File: src/rtl/systolic_feeder.sv
// systolic_feeder: captures four pre-skewed A row vectors and four B column
// vectors, then streams them one byte-lane beat at a time into the edges of
// a 4x4 systolic array under a valid/ready handshake.
// Optional feature macro: FEEDER_ZERO_FLUSH_EN. When it is defined, the feeder
// appends three all-zero beats after the seven data beats (10 beats in total).
module systolic_feeder #(
  parameter int DATA_W = 8
) (
  input  logic                clk,
  input  logic                reset,
  input  logic [7*DATA_W-1:0] a_r1,
  input  logic [7*DATA_W-1:0] a_r2,
  input  logic [7*DATA_W-1:0] a_r3,
  input  logic [7*DATA_W-1:0] a_r4,
  input  logic [7*DATA_W-1:0] b_c1,
  input  logic [7*DATA_W-1:0] b_c2,
  input  logic [7*DATA_W-1:0] b_c3,
  input  logic [7*DATA_W-1:0] b_c4,
  input  logic                start,
  input  logic                out_ready,
  output logic [4*DATA_W-1:0] a_out,
  output logic [4*DATA_W-1:0] b_out,
  output logic                feed_valid,
  output logic                busy,
  output logic                feed_done
);

  localparam int VEC_W = 7 * DATA_W;

`ifdef FEEDER_ZERO_FLUSH_EN
  // Seven data beats followed by three zero beats that drain the array.
  localparam logic [3:0] LAST_BEAT = 4'd9;
`else
  localparam logic [3:0] LAST_BEAT = 4'd6;
`endif

  typedef enum logic [1:0] {
    IDLE = 2'd0,
    FEED = 2'd1,
    DONE = 2'd2
  } state_t;

  state_t           state_r;
  state_t           state_nxt_s;
  logic [VEC_W-1:0] a_sr_r [4];
  logic [VEC_W-1:0] b_sr_r [4];
  logic [VEC_W-1:0] a_in_s [4];
  logic [VEC_W-1:0] b_in_s [4];
  logic [3:0]       beat_cnt_r;
  logic             capture_s;
  logic             accept_s;
  logic             last_beat_s;

  assign a_in_s[0] = a_r1;
  assign a_in_s[1] = a_r2;
  assign a_in_s[2] = a_r3;
  assign a_in_s[3] = a_r4;
  assign b_in_s[0] = b_c1;
  assign b_in_s[1] = b_c2;
  assign b_in_s[2] = b_c3;
  assign b_in_s[3] = b_c4;

  // Start is honoured only while idle; a beat moves only when both sides agree.
  assign capture_s   = (state_r == IDLE) && start;
  assign accept_s    = (state_r == FEED) && out_ready;
  assign last_beat_s = (beat_cnt_r == LAST_BEAT);

  // State register.
  always_ff @(posedge clk or negedge reset) begin
    if (!reset) begin
      state_r <= IDLE;
    end else begin
      state_r <= state_nxt_s;
    end
  end

  // Next-state selection: IDLE -> FEED on start, FEED -> DONE after the final accepted beat.
  always_comb begin
    state_nxt_s = state_r;
    case (state_r)
      IDLE: begin
        if (start) begin
          state_nxt_s = FEED;
        end else begin
          state_nxt_s = IDLE;
        end
      end
      FEED: begin
        if (accept_s && last_beat_s) begin
          state_nxt_s = DONE;
        end else begin
          state_nxt_s = FEED;
        end
      end
      DONE: begin
        state_nxt_s = IDLE;
      end
      default: begin
        state_nxt_s = IDLE;
      end
    endcase
  end

  // Shift registers and beat counter: load on capture, shift left with zero fill on accept, else hold.
  always_ff @(posedge clk or negedge reset) begin
    if (!reset) begin
      for (int i = 0; i < 4; i++) begin
        a_sr_r[i] <= {VEC_W{1'b0}};
        b_sr_r[i] <= {VEC_W{1'b0}};
      end
      beat_cnt_r <= 4'd0;
    end else if (capture_s) begin
      for (int i = 0; i < 4; i++) begin
        a_sr_r[i] <= a_in_s[i];
        b_sr_r[i] <= b_in_s[i];
      end
      beat_cnt_r <= 4'd0;
    end else if (accept_s) begin
      for (int i = 0; i < 4; i++) begin
        a_sr_r[i] <= {a_sr_r[i][VEC_W-DATA_W-1:0], {DATA_W{1'b0}}};
        b_sr_r[i] <= {b_sr_r[i][VEC_W-DATA_W-1:0], {DATA_W{1'b0}}};
      end
      beat_cnt_r <= beat_cnt_r + 4'd1;
    end else begin
      for (int i = 0; i < 4; i++) begin
        a_sr_r[i] <= a_sr_r[i];
        b_sr_r[i] <= b_sr_r[i];
      end
      beat_cnt_r <= beat_cnt_r;
    end
  end

  // Output decode: lanes present the top byte of each shift register only while feeding.
  always_comb begin
    feed_valid = 1'b0;
    busy       = 1'b0;
    feed_done  = 1'b0;
    a_out      = {(4*DATA_W){1'b0}};
    b_out      = {(4*DATA_W){1'b0}};
    case (state_r)
      IDLE: begin
        busy = 1'b0;
      end
      FEED: begin
        feed_valid = 1'b1;
        busy       = 1'b1;
        for (int i = 0; i < 4; i++) begin
          a_out[i*DATA_W +: DATA_W] = a_sr_r[i][VEC_W-1 -: DATA_W];
          b_out[i*DATA_W +: DATA_W] = b_sr_r[i][VEC_W-1 -: DATA_W];
        end
      end
      DONE: begin
        busy      = 1'b1;
        feed_done = 1'b1;
      end
      default: begin
        busy = 1'b0;
      end
    endcase
  end

endmodule

File: config.mk
export PLATFORM = sky130hd
export DESIGN_NAME = systolic_feeder
export DESIGN_NICKNAME = d
export VERILOG_FILES = /design/src/rtl/systolic_feeder.sv
export SDC_FILE = /design/constraint.sdc
export NUM_CORES = 1
export LEC_CHECK = 0
export ABC_AREA = 1
export CAP_MARGIN = 20
export CORE_MARGIN = 2
export CORE_UTILIZATION = 45
export DETAILED_ROUTE_END_ITERATION = 16
export PLACE_DENSITY = 0.79
export SETUP_SLACK_MARGIN = 0.05
export SLEW_MARGIN = 20
export SYNTH_ARGS = -nofsm -noshare
export SYNTH_HDL_FRONTEND = slang
export SYNTH_SLANG_ARGS = --single-unit
File: constraint.sdc
create_clock -name clk -period 2.33 [get_ports clk]
set_input_delay 0.233 -clock clk [delete_from_list [all_inputs] [get_ports clk]]
set_output_delay 0.233 -clock clk [all_outputs]
set_load 0.005 [all_outputs]
== Yosys cells after proc, flatten, opt, wreduce, memory -nomap -nowiden ==
Cells that the tools add are included.

* Register bits: 454
* Input port bits: 452

* Add/sub/neg operators: 1
* Equality and inequality tests: 3
* Muxes and demuxes: 14
* Reductions and logical operators: 6

{| class="wikitable"
|+ Operator list
! kind !! number
|-
| $mux W224 || 4
|-
| $mux W32 || 2
|-
| $mux W4 || 2
|-
| $add A4 B1 Y4 const B || 1
|-
| $eq A4 B3 Y1 const B || 1
|-
| $mux W1 || 4
|-
| $pmux W2 S2 || 1
|-
| $logic_and A1 B1 Y1 || 3
|-
| $eq A2 B1 Y1 const B || 1
|-
| $eq A2 B2 Y1 const B || 1
|-
| $logic_not A2 Y1 || 1
|-
| $mux W2 || 1
|-
| $reduce_bool A2 Y1 || 1
|-
| $reduce_or A2 Y1 || 1
|}

== Depth between registers and ports, before layout ==
* Depth after elaboration: 5
* Gate-level depth with buffers: 9

== Worst setup path before layout ==
OpenSTA, ideal clock, no wires.

* Path type: reg2out
* From: reg state_r[1]
* To: out a_out[0]
* Arrival time: 1320 ps
* Setup slack: 777 ps
* Stages on the path, launching flop included: 7
* Buffers on the path: 2
* Cells stage by stage: dfrtp_1 -> inv_1 -> ha_1 -> clkbuf_1 -> clkbuf_1 -> nand2_1 -> inv_1

* Word-level cells in the longest chain between the ends: 2

{| class="wikitable"
|+ Ends and longest elaborated chain
! what !! line !! RTL
|-
| start, declared || 43 || <nowiki>state_t state_r;</nowiki>
|-
| start signal, assigned || 73 || <nowiki>state_r <= state_nxt_s;</nowiki>
|-
| $eq A2 B1 Y1 || 140 || <nowiki>case (state_r)</nowiki>
|-
| $mux W32 || 140 ||
|-
| end, declared || 21 || <nowiki>output logic [4*DATA_W-1:0] a_out,</nowiki>
|}

Every way passes these cells.

== Worst setup path after layout ==
* From: reg state_r[1]
* To: out a_out[26]

Same word-level chain as after synthesis.

==> results.md <==
* Outcome: finished, final reports clean
* Routability congestion estimate at a little under 0.9
* Clk pwr share at between 20% and 30%
* Max incr delay on CP at 0.38 ns
* Syn_area_per_cell at 7.894 um^2
* Total gr overflow at 0
* Vias/cell at 5.346
* Leak Pwr at 0.01371 uW
* CTS tree: yes
* Final number of max-transition violations at 0
* Crit. Startpoint: state_r[1]$_DFF_PN0_
* CTS Buf Count at 48
* Share of layout cells above drive strength 1 at 4.918%
* Met3 Usage GRT at 4.463%
* RSZ-0062 raised after global routing: yes
* Max-slew headroom at between 50% and 60%
* Rows at a little under 80
* Pin count of the biggest net entering global routing at 155
* Drt wl/cell at approximately 18 um
* Main synth FF type: dfrtp_1
* Most common cell after layout, fill and taps aside: nand2_1
* DRC Markers at 0
* FMAX at 447.8 MHz
* First-pass GRT wire length at 105,000 um
* Grt met2 use at 46.17%
* Worst Skew at approximately 0.013 ns
* Cell Pwr Density at 1188 nW/um^2
* Clock buffer depth at 3
* DR iter-0 viols at between 2,000 and 2,500
* Finished Cell Area at about 28,000 um^2
* Critical Path RT at 2.10 ns
* Via count at between 15,000 and 20,000
* Seq pwr share at slightly below 40%
* Post-synthesis register bit count at about 450
* Hold Crit Class: in2async
* Top Ports at 519
* Sw frac at ~37%
* Kind of critical path: reg2out
* Least-Margin Pin Slew at about 0.71 ns
* Switching pwr at approximately 13,000 uW
* Layout area overhead at 36.24%
* # setup viols final at 0
* Critical Path AT at about 2.0 ns
* Post-synth EDFFs at 0
* Die Wd at 218.9 um
* Clk slew on worst S/H paths at about 0.060 ns
* Cell internal pwr at 21,110 uW
* Met1 Track Usage GR at between 30% and 40%
* Chip Height at between 200 and 250 um
* Crit-path cells: inv_2, ha_4, buf_4, buf_12, buf_16, buf_6, nand2_2, inv_1, clkdlybuf4s15_1
* Hold Slack at roughly 0.19 ns
* Peak supply drop at around 640 uV
* CTS Sinks at roughly 450
* Worst setup SP type: register
* Number of port buffers at between 500 and 600
* Ys Warns at 0
* Gr usage total at roughly 28%
* Post-synth cell types at 22
* Syn Nets at 3,090
* Detailed placement HPWL at about 46,000 um
* Min cycle time layout at about 2.2 ns
* Max-cap violations at 0
* Synthesized cell area at around 21,000 um^2
* CTS root buf: clkbuf_16
* Synth Instances at 2,633
* Tcrit/Tclk final at between 90% and 100%
* Final #Nets at 3,535
* Vias in the first global route at between 15,000 and 20,000
* Register area share after synthesis at ~55%
* Router iterations before antenna repair at 6
* Final hold vios at 0
* Antenna violations before repair at 12
* Worst-Skew Late Latency at 0.57 ns
* Placed Area at roughly 27,000 um^2
* Tot Pwr at about 34,000 uW
* Combinational share of power at about two fifths
* Routed WL at about 67,000 um
* Slowest CP cell: dfrtp_1
* FFs w/ async S/R, synth at 100.0%
* H-tree levels at 2
* Critical Path Sink Type: output pin
* Full die area at between 40,000 and 50,000 um^2
* Most frequent cells in the layout: nand2_1 (878), clkdlybuf4s50_1 (457), dfrtp_1 (454)
* Routed Antenna Nets at 0
* GR peak layer: met2
* RR Startpoint: state_r[1]$_DFF_PN0_
* Starting density of the core at a little under half
* Core region area at 45,480 um^2
* Worst-path fanout max at 6
==> logic make-up after synthesis <==
kind of cell	share of synthesized area (%)
AND/OR/NAND/NOR	27.38
flip-flops	54.66
AO/OA/AOI/OAI	10.02
buffers and inverters	7.602
adder cells (fa/ha/maj)	0.3010
XOR/XNOR	0.04214
==> timing repair <==
action                                 4_1_cts  5_1_grt
setup endpoints to repair                   65       13
gates cloned                                 3        0
endpoints found under the hold margin       44        0
pin swaps                                    0        0
setup buffers                               11        2
hold buffers                                 1        0
resized for setup                           68       13
==> through the flow <==
stage	setup WS, ns	utilization, %	setup TNS, ns	std cells
floorplan	0.7771	-	0	2633
global placement	0.2884	58.55	0	3611
detailed placement	0.2854	58.55	0	3611
CTS	-0.03617	62.18	-0.2137	3709
global route	0.04276	62.25	0	3720
finish	0.09667	62.27	0	3723
==> final cells by class <==
type / instances / area (um^2)
Multi-Input combinational cell: 1803 / 7893
Antenna cell: 12 / 30.03
Tap cell: 600 / 750.7
Sequential cell: 454 / 11360
Clock buffer: 72 / 1423
Clock inverter: 11 / 86.33
Fill cell: 3815 / 17160
Inverter: 187 / 721.9
Timing Repair Buffer: 584 / 6055
==> flip-flops by register name, indices dropped and copies added, names as in the netlist <==
name / count
a_sr_r: 224
b_sr_r: 224
beat_cnt_r: 4
state_r: 2
==> metal layers <==
metal	wire length [um]	part of all wire (%)
met1	26890	40
met2	33000	49
met3	4537	6.8
met4	2578	3.8
met5	11	0.016
==> worst max-delay path: cells and delay by family (launching register included) <==
kind,cells,cell delay (ns)
flip-flops,1,0.38
AND/OR/NAND/NOR,1,0.04
adder cells (fa/ha/maj),1,0.17
buffers and inverters,7,0.84
==> cells in the mapped netlist, types with 3 or more instances <==
cell type / n / area, um^2
o21ai_1: 68 / 340.3
o211ai_1: 18 / 135.1
inv_2: 3 / 11.26
dfrtp_1: 454 / 11360
o22ai_1: 55 / 344.1
nor2_1: 196 / 735.7
nand3_1: 322 / 1612
buf_2: 129 / 645.6
o21ai_0: 181 / 905.9
a21oi_1: 70 / 350.3
nand2_1: 881 / 3307
inv_1: 184 / 690.7
clkbuf_1: 56 / 210.2
ha_1: 5 / 62.56
==> power groups by stage <==
stage / combinational (uW) / sequential [uW] / clock [uW]
detailed placement: 12800 / 13400 / 0
global placement: 12400 / 13300 / 0
CTS: 12900 / 13300 / 7490
finish: 12900 / 13300 / 7380
floorplan: 8130 / 12800 / 0
global route: 14500 / 13700 / 7820
==> path summary, 6_finish.rpt <==
path	end	slack, ns	cells after the start
worst max-delay path	a_out[26]	0.1	9
worst min-delay path	b_sr_r[112]$_DFFE_PN0P_	0.19	2
worst max register to register	b_sr_r[181]$_DFFE_PN0P_	0.14	10
worst min register to register	b_sr_r[71]$_DFFE_PN0P_	0.47	2
max in group asynchronous	b_sr_r[85]$_DFFE_PN0P_	1.23	3
min in group clk	a_sr_r[1]$_DFFE_PN0P_	0.21	3
Note: power is estimated with default switching activity, not from simulation.
